`src/rtl/vga_timing_pkg.sv`:
```
// Shared 640x480@60 VGA timing constants and the coordinate type used by the
// timing generator and its animation counter.
package vga_timing_pkg;

  typedef logic [9:0] coord_t;

  localparam coord_t H_TOTAL      = 10'd800;
  localparam coord_t V_TOTAL      = 10'd525;
  localparam coord_t H_SYNC_START = 10'd656;
  localparam coord_t H_SYNC_END   = 10'd751;
  localparam coord_t V_SYNC_START = 10'd490;
  localparam coord_t V_SYNC_END   = 10'd491;

  // Inclusive window test used for both sync pulses.
  function automatic logic in_window(input coord_t c, input coord_t lo, input coord_t hi);
    return (c >= lo) && (c <= hi);
  endfunction

endpackage

```
`src/rtl/vga_anim_counter.sv`:
```
// Frame divider and animation cel index; advances once every ANIM_DIV frames
// and wraps after ANIM_FRAMES cels.
module vga_anim_counter
#(
  parameter int ANIM_DIV    = 8,
  parameter int ANIM_FRAMES = 3
) (
  input  logic       vga_clk,
  input  logic       reset_n,
  input  logic       frame_tick,
  output logic [1:0] anim_idx
);

  localparam logic [7:0] DIV_LAST = 8'(ANIM_DIV - 1);
  localparam logic [1:0] IDX_LAST = 2'(ANIM_FRAMES - 1);

  logic [7:0] div_r;
  logic [7:0] div_nxt_s;
  logic [1:0] idx_r;
  logic [1:0] idx_nxt_s;

  // Divider and cel index next state; both only move on a frame tick.
  always_comb begin
    div_nxt_s = div_r;
    idx_nxt_s = idx_r;
    if (frame_tick) begin
      if (div_r >= DIV_LAST) begin
        div_nxt_s = 8'd0;
        if (idx_r >= IDX_LAST) begin
          idx_nxt_s = 2'd0;
        end else begin
          idx_nxt_s = idx_r + 2'd1;
        end
      end else begin
        div_nxt_s = div_r + 8'd1;
        idx_nxt_s = idx_r;
      end
    end else begin
      div_nxt_s = div_r;
      idx_nxt_s = idx_r;
    end
  end

  // Divider and cel index registers.
  always_ff @(posedge vga_clk or negedge reset_n) begin
    if (!reset_n) begin
      div_r <= 8'd0;
      idx_r <= 2'd0;
    end else begin
      div_r <= div_nxt_s;
      idx_r <= idx_nxt_s;
    end
  end

  assign anim_idx = idx_r;

endmodule

```
`src/rtl/vga_timing_gen.sv`:
```
// VGA 640x480@60 timing generator with registered, zero-skew sync/blank.
// Define VGA_ANIM_EN to build the animation cel counter; otherwise anim_idx is 0.
module vga_timing_gen
  import vga_timing_pkg::*;
#(
  parameter int H_VISIBLE   = 640,
  parameter int V_VISIBLE   = 480,
  parameter int ANIM_DIV    = 8,
  parameter int ANIM_FRAMES = 3
) (
  input  logic       vga_clk,
  input  logic       reset_n,
  output logic       hs,
  output logic       vs,
  output logic       blank,
  output logic [9:0] DrawX,
  output logic [9:0] DrawY,
  output logic       frame_tick,
  output logic [1:0] anim_idx
);

  localparam coord_t H_VIS_C = coord_t'(H_VISIBLE);
  localparam coord_t V_VIS_C = coord_t'(V_VISIBLE);

  // An out-of-range animation configuration shows up as this named scope.
  if ((ANIM_DIV < 1) || (ANIM_DIV > 255) || (ANIM_FRAMES < 1) || (ANIM_FRAMES > 4)) begin : g_anim_cfg_out_of_range
  end

  logic   started_r;
  coord_t h_cnt_r;
  coord_t v_cnt_r;
  coord_t h_nxt_s;
  coord_t v_nxt_s;
  logic   tick_nxt_s;
  logic   hs_r;
  logic   vs_r;
  logic   blank_r;
  logic   tick_r;

  // Next raster position; the first edge after reset re-presents (0,0).
  always_comb begin
    h_nxt_s    = 10'd0;
    v_nxt_s    = 10'd0;
    tick_nxt_s = 1'b0;
    if (!started_r) begin
      h_nxt_s    = 10'd0;
      v_nxt_s    = 10'd0;
      tick_nxt_s = 1'b0;
    end else if (h_cnt_r == (H_TOTAL - 10'd1)) begin
      h_nxt_s = 10'd0;
      if (v_cnt_r == (V_TOTAL - 10'd1)) begin
        v_nxt_s    = 10'd0;
        tick_nxt_s = 1'b1;
      end else begin
        v_nxt_s    = v_cnt_r + 10'd1;
        tick_nxt_s = 1'b0;
      end
    end else begin
      h_nxt_s    = h_cnt_r + 10'd1;
      v_nxt_s    = v_cnt_r;
      tick_nxt_s = 1'b0;
    end
  end

  // Counters plus sync/blank decoded from the next position so all align.
  always_ff @(posedge vga_clk or negedge reset_n) begin
    if (!reset_n) begin
      started_r <= 1'b0;
      h_cnt_r   <= 10'd0;
      v_cnt_r   <= 10'd0;
      hs_r      <= 1'b1;
      vs_r      <= 1'b1;
      blank_r   <= 1'b0;
      tick_r    <= 1'b0;
    end else begin
      started_r <= 1'b1;
      h_cnt_r   <= h_nxt_s;
      v_cnt_r   <= v_nxt_s;
      hs_r      <= ~in_window(h_nxt_s, H_SYNC_START, H_SYNC_END);
      vs_r      <= ~in_window(v_nxt_s, V_SYNC_START, V_SYNC_END);
      blank_r   <= (h_nxt_s < H_VIS_C) && (v_nxt_s < V_VIS_C);
      tick_r    <= tick_nxt_s;
    end
  end

  assign DrawX      = h_cnt_r;
  assign DrawY      = v_cnt_r;
  assign hs         = hs_r;
  assign vs         = vs_r;
  assign blank      = blank_r;
  assign frame_tick = tick_r;

`ifdef VGA_ANIM_EN
  vga_anim_counter #(
    .ANIM_DIV    (ANIM_DIV),
    .ANIM_FRAMES (ANIM_FRAMES)
  ) u_anim (
    .vga_clk    (vga_clk),
    .reset_n    (reset_n),
    .frame_tick (tick_r),
    .anim_idx   (anim_idx)
  );
`else
  assign anim_idx = 2'd0;
`endif

endmodule

```
`config.mk`:
```
export PLATFORM = sky130hd
export DESIGN_NAME = vga_timing_gen
export DESIGN_NICKNAME = d
export VERILOG_FILES = /design/src/rtl/vga_timing_pkg.sv /design/src/rtl/vga_anim_counter.sv /design/src/rtl/vga_timing_gen.sv
export SDC_FILE = /design/constraint.sdc
export NUM_CORES = 1
export LEC_CHECK = 0
export ABC_CLOCK_PERIOD_IN_PS = 4900
export CAP_MARGIN = 40
export CORE_MARGIN = 4
export CORE_UTILIZATION = 44
export CTS_CLUSTER_DIAMETER = 150
export DETAILED_ROUTE_END_ITERATION = 7
export PLACE_DENSITY_LB_ADDON = 0.25
export SYNTH_ARGS = -nofsm -noshare
export SYNTH_HDL_FRONTEND = slang
export SYNTH_SLANG_ARGS = --single-unit
```
`constraint.sdc`:
```
create_clock -name vga_clk -period 4.9 [get_ports vga_clk]
set_input_delay 0.98 -clock vga_clk [delete_from_list [all_inputs] [get_ports vga_clk]]
set_output_delay 0.98 -clock vga_clk [all_outputs]
set_load 0.05 [all_outputs]
```
; ---- Yosys cells after proc, flatten, opt, wreduce, memory -nomap -nowiden
; Cells that the tools add are included.
[word_totals]
reg_bits = 25
input_bits = 2
output_inout_bits = 26
wordCells = 30
[op_classes]
n_addsub = 2
n_lt_le_gt_ge = 6
n_eq_ne = 2
n_mux = 8
n_bitwise = 2
reduce_logical = 3
[ops]
columns = cell, count
row1 = $mux W10, 5
row2 = $add A10 B1 Y10 const B, 2
row3 = $eq A10 B10 Y1 const B, 2
row4 = $ge A10 B10 Y1 const B, 1
row5 = $ge A10 B9 Y1 const B, 1
row6 = $le A10 B10 Y1 const B, 1
row7 = $le A10 B9 Y1 const B, 1
row8 = $lt A10 B10 Y1 const B, 1
row9 = $lt A10 B9 Y1 const B, 1
row10 = $logic_and A1 B1 Y1, 3
row11 = $mux W1, 3
row12 = $not A1 Y1, 2

; ---- Longest topological paths before layout
; Gate-level depths: netlist of run 1.
[logic_depth]
depth_word = 7
mapped_depth = 9
mapped_depth_nobuf = 6

; ---- Least setup slack after synthesis of run 1
; OpenSTA, ideal clock, no wires.
[synth_timing]
kind = flip-flop to flip-flop
startpoint = register h_cnt_r[5], in the netlist DrawX[5]
endpoint = register vs_r, in the netlist vs
setup_time_ns = 0.092
arrival_time_ns = 2.655
required_time_ns = 4.808
slack_ns = 2.152
path_stages_with_launch = 9
path_buffers = 3
synth_period_minus_slack_ns = 2.748
path_cell_list = dfrtp_1 > buf_6 > or3_4 > buf_6 > or3_4 > buf_6 > mux2_4 > or4b_1 > nand4bb_1
[synth_via]
elab_chain_len = 6
word_cells_on_any_way = 7
cone_classes = order compare: 2 / eq/ne: 1 / mux: 2 / bitwise: 1 / reduce/logical: 1
[synth_rtl]
columns = item, line_no
row1 = start: declaration, vga_timing_gen.sv:30  ; coord_t h_cnt_r;
row2 = start signal: assignment, vga_timing_gen.sv:77  ; h_cnt_r <= h_nxt_s;
row3 = $eq A10 B10 Y1 *, vga_timing_gen.sv:49  ; end else if (h_cnt_r == (H_TOTAL - 10'd1)) begin
row4 = $mux W10 *, vga_timing_gen.sv:49
row5 = $mux W10 *, vga_timing_gen.sv:45  ; if (!started_r) begin
row6 = $ge A10 B9 Y1 / $le A10 B9 Y1 (equally long branches), vga_timing_pkg.sv:16  ; return (c >= lo) && (c <= hi);
row7 = $logic_and A1 B1 Y1 *, vga_timing_pkg.sv:16
row8 = $not A1 Y1 *, vga_timing_gen.sv:80  ; vs_r <= ~in_window(v_nxt_s, V_SYNC_START, V_SYNC_END);
row9 = end signal: assignment, vga_timing_gen.sv:80
row10 = end: declaration, vga_timing_gen.sv:36  ; logic vs_r;
; Every way passes the cells marked *; elsewhere a longest branch is shown, timed or not.

; ---- Worst setup path after layout of run 1
[layout_timing]
startpoint = register h_cnt_r[6], in the netlist DrawX[6]
endpoint = output DrawX[6]
[layout_lines]
columns = item, line_no
row1 = end: declaration, vga_timing_gen.sv:16  ; output logic [9:0] DrawX,
; No word-level cell between the ends.

==> metrics, run 1 <==
layout cells sized above 1 8.824%; largest family of logic cells by synthesized area simple AND/OR/NAND/NOR gates; Worst Setup End Kind primary output; cell count after synthesis 147; I/O Buffers 25; fill cell count 295; synthesized area per cell 9.584 um^2; TritonRoute pass-1 iters 4; register area share after synthesis 44.58%; max_cap viols 0; setup violators final 0; Post-Synth Simple-Gate Area 27.53%; post-CTS setup buffers 0; Synth Area in Adders 2.664%; min Tclk post-route 2.700 ns; Synth cell types 43; skew final 0.006133 ns; top_reg_cell synth dfrtp_1; type of origin of the critical path flop; Hold WC Path Type reg -> reg; clk root buf clkbuf_4; RSZ-0062 raised after global routing no; actual slew at the worst max-slew pin 0.6252 ns; Worst path slowest cell clkdlybuf4s50_1; global-route wire length before repair 5768 um; Final WS setup 2.200 ns; CTS tree done; routed via count 1168; WP data required 3.92 ns; crit-path leading delay family buffers and inverters; hold buffer count at CTS 0; Pleak 0.6593 nW; number of global-route vias before repair 1165; GRT Util Overall 17.59%; initial DRC count 77; worst path cell trace clkdlybuf4s50_1; most common cell after layout, fill and taps aside clkdlybuf4s50_1; ANT cells 0; antenna violations before repair 0; crit path kind reg -> out; largest net degree at the start of global routing 19; Congestion Overflow GR 0; YS warnings 0; WL per Instance 15.64 um; Max Transition Viols Final 0; post-synthesis mux area share 1.066%; fin crit share 55.11%; Pwr per Cell Area 196.3 nW/um^2; Ports 28; register bit count reported by yosys 25; Inserted Clock Buffers 3; Via density 5.458; Final ANT Viol Nets 0; later-pin clock latency in the skew report 0.32 ns; Die Height 64.59 um; fraction of registers with async set/reset 100.0%; slowest stage delay, CP 0.86 ns; DRC Markers 0; Rows 20; Initial Util 46.15%; CP Buf/Inv Count 1; CORE AREA 3053 um^2; crit path max fanout 9; CP arrival 1.72 ns; DP HPWL 2571 um; most frequent cells in the layout clkdlybuf4s50_1 (25), dfrtp_1 (23), nor2_1 (15); mapped cell area 1409 um^2; clock sink total 25; post_cts resized 0; post-layout net count 176; Fmax achieved 370.3 MHz; pre-CTS setup slack 2.413 ns; worst slew margin relative to its limit 57.96%; H-Tree Depth 1; number of synthesized flops with an enable pin 0; post-synthesis xor/xnor area fraction 9.325%; Area Overhead vs Synth 21.58%; GP Congestion 0.9624; clock tree buffer depth 2; Die ar. 4171 um^2; Fin Setup TNS 0 ns; Worst-path clk slew 0.14 ns; DIE WIDTH 64.59 um; total wire length 3348 um; status finished clean; final hold violation count 0; VDD IR max 0.1293 mV; compound-gate portion of the synthesized area 8.259%
==> cell families (layout without fill, tap and decap cells) <==
group,Yosys count,in the layout
mux,1,1
flops,25,25
fa+ha+maj,3,3
buf+inv,14,36
simple gates,69,69
xor+xnor,15,15
other cells,2,3
compound gates,18,18
==> sequential cells by signal (all words and copies together), names as in the netlist <==
| register | cells |
|---|---|
| DrawX | 10 |
| DrawY | 10 |
| blank | 1 |
| frame_tick | 1 |
| hs | 1 |
| started_r | 1 |
| vs | 1 |
==> stage by stage <==
stage / cell area, um^2 / power [mW] / cells / hold WS, ns / utilization [%]
6_report: 1713 / 0.3363 / 214 / 0.5212 / 56.11
4_1_cts: 1713 / 0.3408 / 214 / 0.5226 / 56.11
3_5_place_dp: 1687 / 0.2470 / 210 / 0.5044 / 55.25
3_3_place_gp: 1652 / 0.2433 / 208 / 0.4924 / 54.10
2_1_floorplan: 1413 / 0.2330 / 148 / 0.5812 / -
5_1_grt: 1713 / 0.3572 / 214 / 0.5605 / 56.11
==> metal layers <==
metal	vias up	GRT usage [%]	share of wire [%]
li1	565	-	-
met1	563	23.52	46
met2	36	28.74	48
met3	4	3.640	5.0
met4	0	5.013	0.84
met5	-	0	0
==> final cells by class <==
type	count	area, um^2	area share [%]
multi-input cells	109	699.4	40.83
flip-flops and latches	25	628.1	36.67
repair buffers	27	285.3	16.65
well taps	44	55.05	3.214
clock buffers	4	26.28	1.534
inverters	5	18.77	1.096
==> worst paths after layout <==
| path | from | to | slack [ns] | depth (start not counted) |
|---|---|---|---|---|
| min | DrawX[0] | DrawX[0] | 0.52 | 1 |
| max | DrawX[6] | DrawX[6] | 2.20 | 1 |
| min reg2reg | DrawX[0] | DrawX[0] | 0.52 | 1 |
| min in group asynchronous | reset_n | DrawY[4] | 0.97 | 1 |
| max reg2reg | DrawX[0] | vs | 2.36 | 6 |
| max in group asynchronous | reset_n | vs | 3.39 | 2 |
==> where the power goes <==
part | switching, mW | total, mW | leakage (nW) | internal (mW)
clock network | 0.0617 | 0.0935 | 0.0150 | 0.0319
logic | 0.0212 | 0.0304 | 0.312 | 0.00915
registers | 0.00360 | 0.212 | 0.332 | 0.209
==> synthesized netlist by cell type (all sizes together), types with 2 or more instances <==
cell | number | area (um^2)
a211oi | 2 | 15.01
a21oi | 5 | 25.02
and3 | 2 | 15.01
buf | 8 | 62.55
conb | 2 | 7.510
dfrtp | 23 | 575.6
dfstp | 2 | 52.55
ha | 3 | 37.54
inv | 5 | 18.77
nand2 | 14 | 52.55
nand3 | 6 | 30.03
nand3b | 3 | 22.52
nand4 | 6 | 37.54
nor2 | 15 | 56.30
nor4 | 8 | 50.05
o21ai | 4 | 20.02
o31a | 2 | 17.52
or3 | 4 | 36.29
xnor2 | 8 | 70.07
xor2 | 7 | 61.31
Note: power is estimated with default switching activity, not from simulation.
==> run 2, diff against run 1 <==
- ABC_CLOCK_PERIOD_IN_PS: 4900 -> 2250
- clock period: 4.9 -> 2.25 ns (I/O delays scaled with it)
==> run 2 against run 1 <==
  * Utilization grew 3.6 points
  * Via count up 9.3%
  * Wire length is 0.90% higher
  * Count of clock-buffer cells in the layout decreased by 1
  * Non-clock buffer count rose by 12
  * Clock skew increased by 0.00057 ns
  * Worst hold slack worse by 0.045 ns
  * Global-route usage is 1.5 points lower
  * Total power increased by 120%
  * Register-to-register slack lost 2.3 ns
  * Clock power grew 110%
  * Design area increased by 6.4%
  * Critical endpoint is now vs
==> metrics, run 2 (synthesis gave the netlist of run 1 again) <==
I/O Buffers 25 (unchanged); Via density 5.650 (+3.5%); final hold violation count 0 (unchanged); Area Overhead vs Synth 29.31%; post-layout net count 188 (+6.8%); layout cells sized above 1 20.33% (+12 points); TritonRoute pass-1 iters 4 (unchanged); pre-CTS setup slack 0.03897 ns (-2.374 ns); H-Tree Depth 1 (unchanged); DP HPWL 2444 um (-4.9%); total wire length 3378 um (+0.90%); Max Transition Viols Final 0 (unchanged); most frequent cells in the layout clkdlybuf4s50_1 (25), dfrtp_1 (19), nor2_1 (15); Final ANT Viol Nets 0 (unchanged); Hold WC Path Type in -> async; cell area after layout 1822 um^2 (+6.4%); DRC Markers 0 (unchanged); initial DRC count 55 (-29%); Final WS setup 0.01553 ns (-2.184 ns); number of global-route vias before repair 1198 (+2.8%); clock sink total 25 (unchanged); Fmax achieved 447.5 MHz; Pleak 0.7104 nW (+7.8%); Die Height 64.59 um (unchanged); CORE AREA 3053 um^2 (unchanged); dpl cell area 1743 um^2 (+3.3%); Die ar. 4171 um^2 (unchanged); Inserted Clock Buffers 3 (unchanged); CP arrival 2.49 ns (+0.77 ns); setup violators final 0 (unchanged); crit-path leading delay family simple AND/OR/NAND/NOR gates; Ports 28 (unchanged); clk root buf clkbuf_4; fill cell count 290 (-1.7%); Rows 20 (unchanged); crit path kind reg -> reg; DIE WIDTH 64.59 um (unchanged); GP Congestion 0.8354 (-13%); VDD IR max 0.2229 mV (+72%); RSZ-0062 raised after global routing yes; most common cell after layout, fill and taps aside clkdlybuf4s50_1; antenna violations before repair 0 (unchanged); worst path cell trace or3_4 > buf_6 > or4_4 > or3_4 > a21oi_4 > nand4bb_1; later-pin clock latency in the skew report 0.31 ns (about the same); global-route wire length before repair 5382 um (-6.7%); Worst path slowest cell or4_4; Worst-path clk slew 0.14 ns (about the same); crit path max fanout 7 (-2); routed via count 1277 (+9.3%); Worst Setup End Kind flop; worst slew margin relative to its limit 66.11% (+8.1 points); Initial Util 46.15% (unchanged); WHS 0.4758 ns (-0.04541 ns); type of origin of the critical path flop; ANT cells 0 (unchanged); WP data required 2.50 ns (-1.42 ns); WL per Instance 14.95 um (-4.5%); status finished clean; min Tclk post-route 2.234 ns; max_cap viols 0 (unchanged); Pwr per Cell Area 400.9 nW/um^2 (+100%); largest net degree at the start of global routing 26 (+7); fin crit share 99.31%; actual slew at the worst max-slew pin 0.5067 ns (-0.1185 ns); GRT Util Overall 16.11% (-1.5 points); Fin Setup TNS 0 ns (unchanged); skew final 0.006704 ns (+0.0005712 ns); slowest stage delay, CP 0.53 ns (-0.33 ns); Congestion Overflow GR 0 (unchanged); CP Buf/Inv Count 1 (unchanged); CTS tree done; clock tree buffer depth 2 (unchanged); most used cell, CP or3_4
-- run 2: timing repair --
item,CTS,global route
gates resized for setup,0,7
buffers inserted,0,3
setup endpoints to repair,0,3
hold endpoints to repair,0,0
hold buffers,0,0
-- run 2: layout make-up --
class                      count  area [um^2]  area share (%)
timing repair buffer          39        359.1           19.71
tap                           44        55.05           3.022
clock inverter                 1        5.005          0.2747
multi-input combinational    109        728.2           39.97
sequential                    25        633.1           34.75
clock buffer                   3        22.52           1.236
inverter                       5        18.77           1.030
-- run 2: stage by stage --
stage               total power [mW]  utilization [%]  instances
global route                  0.7715            59.67        226
global placement              0.5349            57.09        219
detailed placement            0.5366            57.09        219
finish                        0.7303            59.67        226
floorplan                     0.5088                -        148
CTS                           0.7338            57.99        223
-- run 2: worst paths after layout --
kind	depth (start not counted)	start	slack [ns]	endpoint
max in group asynchronous	2	reset_n	1.48	vs
min reg2reg	2	DrawX[0]	0.56	DrawX[0]
min in group vga_clk	2	DrawX[0]	0.56	DrawX[0]
max	6	DrawX[5]	0.02	vs
max reg2reg	6	DrawX[5]	0.02	vs
min	2	reset_n	0.48	DrawX[8]
-- run 2: per-layer routing --
metal | global-route usage, % | vias to the layer above | part of all wire, % | wire [um]
met3 | 2.600 | 4 | 5.9 | 199
met1 | 21.12 | 642 | 44 | 1470
met5 | 0 | - | 0 | 0
met2 | 27.45 | 45 | 49 | 1670
li1 | - | 586 | - | -
met4 | 4.485 | 0 | 1.1 | 37
-- run 2: worst reg2reg max path: cells and delay by family (launching register included) --
family / cells / cell delay, ns
simple gates: 4 / 1.43
compound gates: 1 / 0.17
buf+inv: 1 / 0.14
flops: 1 / 0.44
-- run 2: power breakdown --
| group | switching (mW) | internal [mW] | leakage [nW] | total (mW) |
|---|---|---|---|---|
| clock | 0.129 | 0.0663 | 0.0177 | 0.196 |
| combinational | 0.0501 | 0.0244 | 0.366 | 0.0745 |
| sequential | 0.00504 | 0.455 | 0.326 | 0.460 |
